--- config.mk ---
export PLATFORM = sky130hd
export DESIGN_NAME = booth_controller
export DESIGN_NICKNAME = d
export VERILOG_FILES = /design/src/rtl/booth_pkg.sv /design/src/rtl/booth_iter_cnt.sv /design/src/rtl/booth_controller.sv
export SDC_FILE = /design/constraint.sdc
export NUM_CORES = 1
export LEC_CHECK = 0
export CAP_MARGIN = 20
export CORE_AREA = 4 4 42 44
export CTS_CLUSTER_SIZE = 30
export DETAILED_ROUTE_END_ITERATION = 8
export DIE_AREA = 0 0 46 48
export GPL_TIMING_DRIVEN = 0
export HOLD_SLACK_MARGIN = 0.06
export PLACE_DENSITY_LB_ADDON = 0.25
export SKIP_LAST_GASP = 1
export SLEW_MARGIN = 5
export SYNTH_ARGS = -nofsm -noshare
export SYNTH_HDL_FRONTEND = slang
export SYNTH_SLANG_ARGS = --single-unit
--- constraint.sdc ---
create_clock -name clk -period 1.5 [get_ports clk]
set_input_delay 0.15 -clock clk [delete_from_list [all_inputs] [get_ports clk]]
set_output_delay 0.15 -clock clk [all_outputs]
set_load 0.005 [all_outputs]
--- src/rtl/booth_pkg.sv ---
// Shared constants for the radix-2 Booth multiplier: shift-register ctrl codes and controller states.
package booth_pkg;

  localparam int unsigned CTRL_W = 2;

  localparam logic [CTRL_W-1:0] CTRL_LOAD  = 2'b00;
  localparam logic [CTRL_W-1:0] CTRL_RESET = 2'b01;
  localparam logic [CTRL_W-1:0] CTRL_SHIFT = 2'b10;
  localparam logic [CTRL_W-1:0] CTRL_HOLD  = 2'b11;

  typedef enum logic [2:0] {
    ST_IDLE  = 3'd0,
    ST_LOAD  = 3'd1,
    ST_EVAL  = 3'd2,
    ST_SHIFT = 3'd3,
    ST_DONE  = 3'd4
  } state_t;

endpackage

--- src/rtl/booth_iter_cnt.sv ---
// Loadable iteration down-counter; last_c flags the final iteration (count == 1).
module booth_iter_cnt #(
  parameter int unsigned WIDTH = 4,
  parameter int unsigned CNT_W = $clog2(WIDTH + 1)
) (
  input  logic             clk,
  input  logic             rst,
  input  logic             load,
  input  logic             dec,
  output logic [CNT_W-1:0] count,
  output logic             last_c
);

  // Decrement is guarded so the counter can never wrap below zero.
  always_ff @(posedge clk) begin
    if (rst) begin
      count <= '0;
    end else if (load) begin
      count <= CNT_W'(WIDTH);
    end else if (dec && (count != '0)) begin
      count <= count - CNT_W'(1);
    end
  end

  assign last_c = (count == CNT_W'(1));

endmodule

--- src/rtl/booth_controller.sv ---
// Sequencing FSM for a radix-2 Booth multiplier driving the A/Q shift registers and ALU.
// Define BOOTH_SKIP_EN to fold 00/11 iterations into a single EVAL cycle (variable latency).
module booth_controller
  import booth_pkg::*;
#(
  parameter int unsigned WIDTH = 4,
  parameter int unsigned CNT_W = $clog2(WIDTH + 1)
) (
  input  logic              clk,
  input  logic              rst,
  input  logic              start,
  input  logic              q_lsb,
  output logic [CTRL_W-1:0] a_ctrl,
  output logic [CTRL_W-1:0] q_ctrl,
  output logic              m_load,
  output logic              alu_sub,
  output logic              busy,
  output logic              done,
  output logic [CNT_W-1:0]  iter_cnt
);

`ifdef BOOTH_SKIP_EN
  localparam bit SKIP_EN = 1'b1;
`else
  localparam bit SKIP_EN = 1'b0;
`endif

  state_t state;
  state_t state_nxt;
  logic   q_m1;
  logic   last_c;
  logic   pair_eq_c;
  logic   shift_now_c;

  // Equal {Q0,Q-1} pairs need no add/sub; with skipping enabled they shift straight from EVAL.
  assign pair_eq_c   = (q_lsb == q_m1);
  assign shift_now_c = (state == ST_SHIFT) || (SKIP_EN && (state == ST_EVAL) && pair_eq_c);

  booth_iter_cnt #(
    .WIDTH (WIDTH),
    .CNT_W (CNT_W)
  ) u_iter_cnt (
    .clk    (clk),
    .rst    (rst),
    .load   (state == ST_LOAD),
    .dec    (shift_now_c),
    .count  (iter_cnt),
    .last_c (last_c)
  );

  always_ff @(posedge clk) begin
    if (rst) begin
      state <= ST_IDLE;
    end else begin
      state <= state_nxt;
    end
  end

  // Q[-1] tracks the bit shifted out of Q on each iteration.
  always_ff @(posedge clk) begin
    if (rst || (state == ST_LOAD)) begin
      q_m1 <= 1'b0;
    end else if (shift_now_c) begin
      q_m1 <= q_lsb;
    end
  end

  always_comb begin
    state_nxt = state;
    case (state)
      ST_IDLE:  if (start) state_nxt = ST_LOAD;
      ST_LOAD:  state_nxt = ST_EVAL;
      ST_EVAL: begin
        if (shift_now_c) begin
          state_nxt = last_c ? ST_DONE : ST_EVAL;
        end else begin
          state_nxt = ST_SHIFT;
        end
      end
      ST_SHIFT: state_nxt = last_c ? ST_DONE : ST_EVAL;
      ST_DONE:  state_nxt = ST_IDLE;
      default:  state_nxt = ST_IDLE;
    endcase
  end

  always_comb begin
    a_ctrl  = CTRL_HOLD;
    q_ctrl  = CTRL_HOLD;
    m_load  = 1'b0;
    alu_sub = 1'b0;
    busy    = 1'b0;
    done    = 1'b0;
    case (state)
      ST_LOAD: begin
        a_ctrl = CTRL_RESET;
        q_ctrl = CTRL_LOAD;
        m_load = 1'b1;
        busy   = 1'b1;
      end
      ST_EVAL: begin
        busy = 1'b1;
        case ({q_lsb, q_m1})
          2'b10: begin
            a_ctrl  = CTRL_LOAD;
            alu_sub = 1'b1;
          end
          2'b01: a_ctrl = CTRL_LOAD;
          default: begin
            if (SKIP_EN) begin
              a_ctrl = CTRL_SHIFT;
              q_ctrl = CTRL_SHIFT;
            end
          end
        endcase
      end
      ST_SHIFT: begin
        a_ctrl = CTRL_SHIFT;
        q_ctrl = CTRL_SHIFT;
        busy   = 1'b1;
      end
      ST_DONE: done = 1'b1;
      default: ;
    endcase
  end

endmodule
# Yosys cells after proc, flatten, opt, wreduce, memory -nomap -nowiden
# Cells that the tools add are included.
# totals
in_bits	4
regBits	7
mem_bits_rw	0
romBits	0
latch_bits	0
mem_count	0
word_cells	34
# classes
multipliers	0
add_sub_neg	1
n_eq_ne	8
n_div	0
bitwise_logic	0
shift	0
order_cmp	0
reduce_logical	8
muxes	13
# ops
cell	n
3-bit 2-to-1 mux	4
3-bit case mux with 4 select lines	1
3-bit by 1-bit == test with 1-bit output (second input constant)	2
3-bit by 2-bit == test with 1-bit output (second input constant)	2
2-bit case mux with 3 select lines	1
1-bit 2-to-1 mux	5
2-bit case mux with 2 select lines	1
2-bit OR reduction	2
3-bit == test (second input constant)	1
3-bit zero test	1
3-bit nonzero test	1
3-bit OR reduction	1
3-bit by 1-bit subtractor with 3-bit output (second input constant)	1
2-bit by 1-bit == test with 1-bit output (second input constant)	1
2-bit == test (second input constant)	1
2-bit 2-to-1 mux	1
2-bit inequality test (second input constant)	1
2-bit nonzero test	1
1-bit logical AND	1
1-bit logical OR	1

# Depth between registers and ports, before layout
# depth
depth_word	4
ltp_mapped	5
ltp_nobuf	5

# Hierarchy
# From an unflattened synthesis, not the netlist that was laid out.
# unflattened
cells_unflattened	51
area_unflattened_um2	470.5
# modules_own_cells
mod	cells_per_inst	n_inst	area_each_um2
booth_controller	31	1	271.5
booth_iter_cnt	20	1	198.9

# Worst setup path before layout
# OpenSTA, ideal clock, no wires.
# synth_timing
path_type	flip-flop to flip-flop
startpoint	reg u_iter_cnt.count[0]
endpoint	reg u_iter_cnt.count[0]
path_stages_with_launch	6
path_slack_ns	0.354
setup_time_ns	0.091
n_path_buf	0
arrival_ns	1.055
cell_sequence	dfxtp_1 > inv_1 > ha_1 > nand2b_1 > a31oi_1 > a311oi_1
# synth_between
elab_chain_cells	2
elab_cells_between_ends	3
cone_classes	1 x add/sub; 2 x reduce/logical
# synth_rtl
element	line_no	rtl
from (decl)	booth_iter_cnt.sv:10	output logic [CNT_W-1:0] count,
from (signal assigned)	booth_iter_cnt.sv:19	count <= CNT_W'(WIDTH);
from (signal assigned)	booth_iter_cnt.sv:21	count <= count - CNT_W'(1);
branches (longest 2 deep; another with 3-bit by 1-bit subtractor with 3-bit output)	--	
# Parallel ways; which one is timed is not known.
# A chain may end at the register's enable or synchronous reset.

# Worst setup path in the final report
# layout_timing
startpoint	reg state[1]
endpoint	out busy
# layout_between
elab_chain_cells	3
elab_cells_between_ends	5
cone_classes	3 x eq/ne; 1 x mux; 1 x reduce/logical
# layout_rtl
element	line_no	rtl
from (decl)	booth_controller.sv:28	state_t state;
from (signal assigned)	booth_controller.sv:55	state <= state_nxt;
3-bit by 2-bit == test with 1-bit output / 3-bit by 1-bit == test with 1-bit output (equally long branches)	booth_controller.sv:93	case (state)
3-bit OR reduction (no source line) (*)	--	
1-bit 2-to-1 mux (*)	booth_controller.sv:93	
to (decl)	booth_controller.sv:17	output logic busy,
# Mark *: on every way between the ends. The rest lies on a longest branch, timed or not.

==> metrics.txt <==
DIE WIDTH=46 um; Mapped Area=423 um2; Syn Nets=60; FF-to-FF path depth=5; global route overflow=0; share of cells above drive strength 1=0.299; hold_buf cts=0; largest net degree at the start of global routing=9; post-DR wirelength/cell=11.0 um; crit-path max FO=4; Layout Nets=86; Area growth syn-to-layout=64.8%; pre-CTS setup slack=-0.302 ns; via count=439; Setup crit end=busy; TritonCTS clock tree=built; CTS H-tree lvls=1; Buf/Inv on CP=2; Slew @ Worst Pin=0.262 ns; #FFs+latches synth=7; CP Depth=4; synth unique cells=24; max-capacitance violation count=0; Synth Instances=52; full die area=0.00221 mm2; Startpoint Class=register; skew final=0.00205 ns; Crit path required time=1.35 ns; Worst Path Arrival=1.30 ns; CP max stage cell=clkdlybuf4s50_1; clk slew on worst S/H paths=0.05 ns; routability cong.=0.739; io pins=15; HP Class=in2reg; # setup viols final=0; first-pass GRT wire length=1680 um; Worst IR Drop VDD=0.000305 V; relative slew slack=0.824; RSZ-0062 raised after global routing=false; Fmax achieved=0.692 GHz; CP startpoint=state[1]; FF-to-FF setup slack=0.24 ns; ANT nets after route=0; Total Power=513 uW; Std-Cell Rows=14; Detailed Route WL=1020 um; Via-to-Cell Ratio=4.72; min cycle time layout=1.45 ns; vias in the first global route=414; CP Capture Type=output port; # DRC=0; initial antenna violation count=0; placed cell area=583 um2; Pwr per Cell Area=736 mW/mm2; Iteration-0 DRC Markers=0; worst skew pair latency=0.26 ns; Final Instance Area=697 um2; Slew Viols, Final=0; RR Endpoint=u_iter_cnt.count[0]; Die Ht=48 um; outcome=completed; clk root buf=clkbuf_4; count of clock tree sinks=7; Final period util=0.964; Final WS setup=0.0540 ns; Post-DP HPWL=705 um; critical path type=reg2out; ANT cells=0; Yosys Warn Count=0; Core Area=0.00144 mm2; Starting Density=0.294; CTS buffer count=3; synthesized area per cell=8.13 um2; Leak=0.000325 uW; GRT Total Usage=0.108; final hold viol count=0; Buffers on Ports=14; crit path cell chain=buf_6 > nor2_4 > nor2_1 > clkdlybuf4s50_1; cell family with most CP delay=buffers and inverters; reg2reg start=u_iter_cnt.count[0]; First-pass DRT Iterations=1; CTS Buffer Depth=2; max incr delay on CP=0.50 ns; sequential cell area fraction in the yosys report=0.331; TNS Setup=0 ns
[per-layer routing]
| layer | GRT usage | vias to the layer above | routed length [um] |
|---|---|---|---|
| met3 | 0.0263 | 5 | 89 |
| met2 | 0.165 | 16 | 437 |
| met1 | 0.134 | 191 | 463 |
| li1 | - | 227 | - |
| met5 | 0 | - | 0 |
| met4 | 0.0682 | 0 | 30 |
[cells by family (layout without fill, tap and decap cells)]
logic type / Yosys count / after routing / synth area share
flip-flops: 7 / 7 / 0.331
adder cells (fa/ha/maj): 4 / 4 / 0.118
AO/OA/AOI/OAI: 11 / 11 / 0.172
buffers and inverters: 9 / 34 / 0.0976
AND/OR/NAND/NOR: 21 / 21 / 0.281
[registers in the layout, indices dropped and copies added (netlist names)]
name              count
state                 3
q_m1                  1
u_iter_cnt.count      3
[cell usage in the layout (no fill, tap or decap)]
master	n
nand2b_1	1
dfxtp_1	4
nor3_1	2
o21ai_0	2
inv_1	5
nor2_4	1
dfxtp_4	1
dfxtp_2	2
inv_2	3
clkbuf_2	1
ha_1	3
o21bai_1	1
nor3_2	1
and2b_1	1
nor2b_4	1
a31oi_1	1
a211o_1	1
a2bb2oi_1	1
nor2_1	3
nor3b_1	1
buf_4	7
nor4_1	1
clkbuf_1	1
a21oi_1	3
and2_1	1
dlygate4sd2_1	4
nor4b_2	1
nand3_1	1
a311oi_1	1
ha_4	1
clkdlybuf4s50_1	6
nand2_1	5
nand4b_1	1
buf_6	1
o21a_1	1
dlymetal6s2s_1	3
clkbuf_4	3
[layout make-up]
type / instances / area [um2]
inverter: 8 / 30.0
buffer: 1 / 11.3
sequential: 7 / 146
clock buffer: 4 / 26.3
multi-input combinational: 36 / 273
fill: 152 / 739
timing repair buffer: 21 / 190
tap: 16 / 20.0
[worst min-delay path by stage]
| stage | from | cells past startpoint | endpoint | slack [ns] |
|---|---|---|---|---|
| final | q_lsb | 3 | q_m1 | 0.34 |
| after global routing | q_lsb | 3 | q_m1 | 0.37 |
| after CTS | q_lsb | 3 | q_m1 | 0.35 |
| after detailed placement | q_m1 | 2 | q_m1 | 0.45 |
| after global placement | q_m1 | 2 | q_m1 | 0.44 |
| after floorplan | rst | 1 | q_m1 | 0.22 |
[through the flow]
step	cells	hold WS (ns)	utilization
floorplan	52	0.219	-
global placement	82	0.442	0.406
detailed placement	82	0.449	0.406
CTS	92	0.348	0.465
global route	93	0.375	0.485
finish	93	0.340	0.485
[report_power, final]
part           internal, uW  switching (uW)
registers               194            9.01
logic                  77.0            56.3
clock network           102            74.8
[repair_timing]
action,CTS,global route
gates resized for setup,11,11
hold endpoints to repair,0,0
setup buffers,6,1
pin swaps,1,1
setup endpoints to repair,8,6
[synth_stat cells]
library cell	count	area, um2
nand3_1	1	5.00
nor2b_4	1	13.8
a2bb2oi_1	1	8.76
nor4b_1	1	8.76
nand2_1	5	18.8
and2_1	1	6.26
a21oi_1	3	15.0
o21bai_1	1	7.51
o21a_1	1	7.51
dfxtp_1	7	140
inv_1	8	30.0
nand4b_1	1	8.76
a31oi_1	1	6.26
buf_6	1	11.3
a311oi_1	1	8.76
o21ai_0	2	10.0
ha_1	4	50.1
nor3b_1	1	7.51
nor4_1	1	6.26
a211o_1	1	8.76
nor2_1	4	15.0
and2b_1	1	7.51
nor3_1	3	15.0
nand2b_1	1	6.26
[worst min-delay path, stage by stage]
cell           delay, ns
dlygate4sd2_1       0.27
nand3_1             0.08
a21oi_1             0.06
Power figures use the tool's default switching activity.
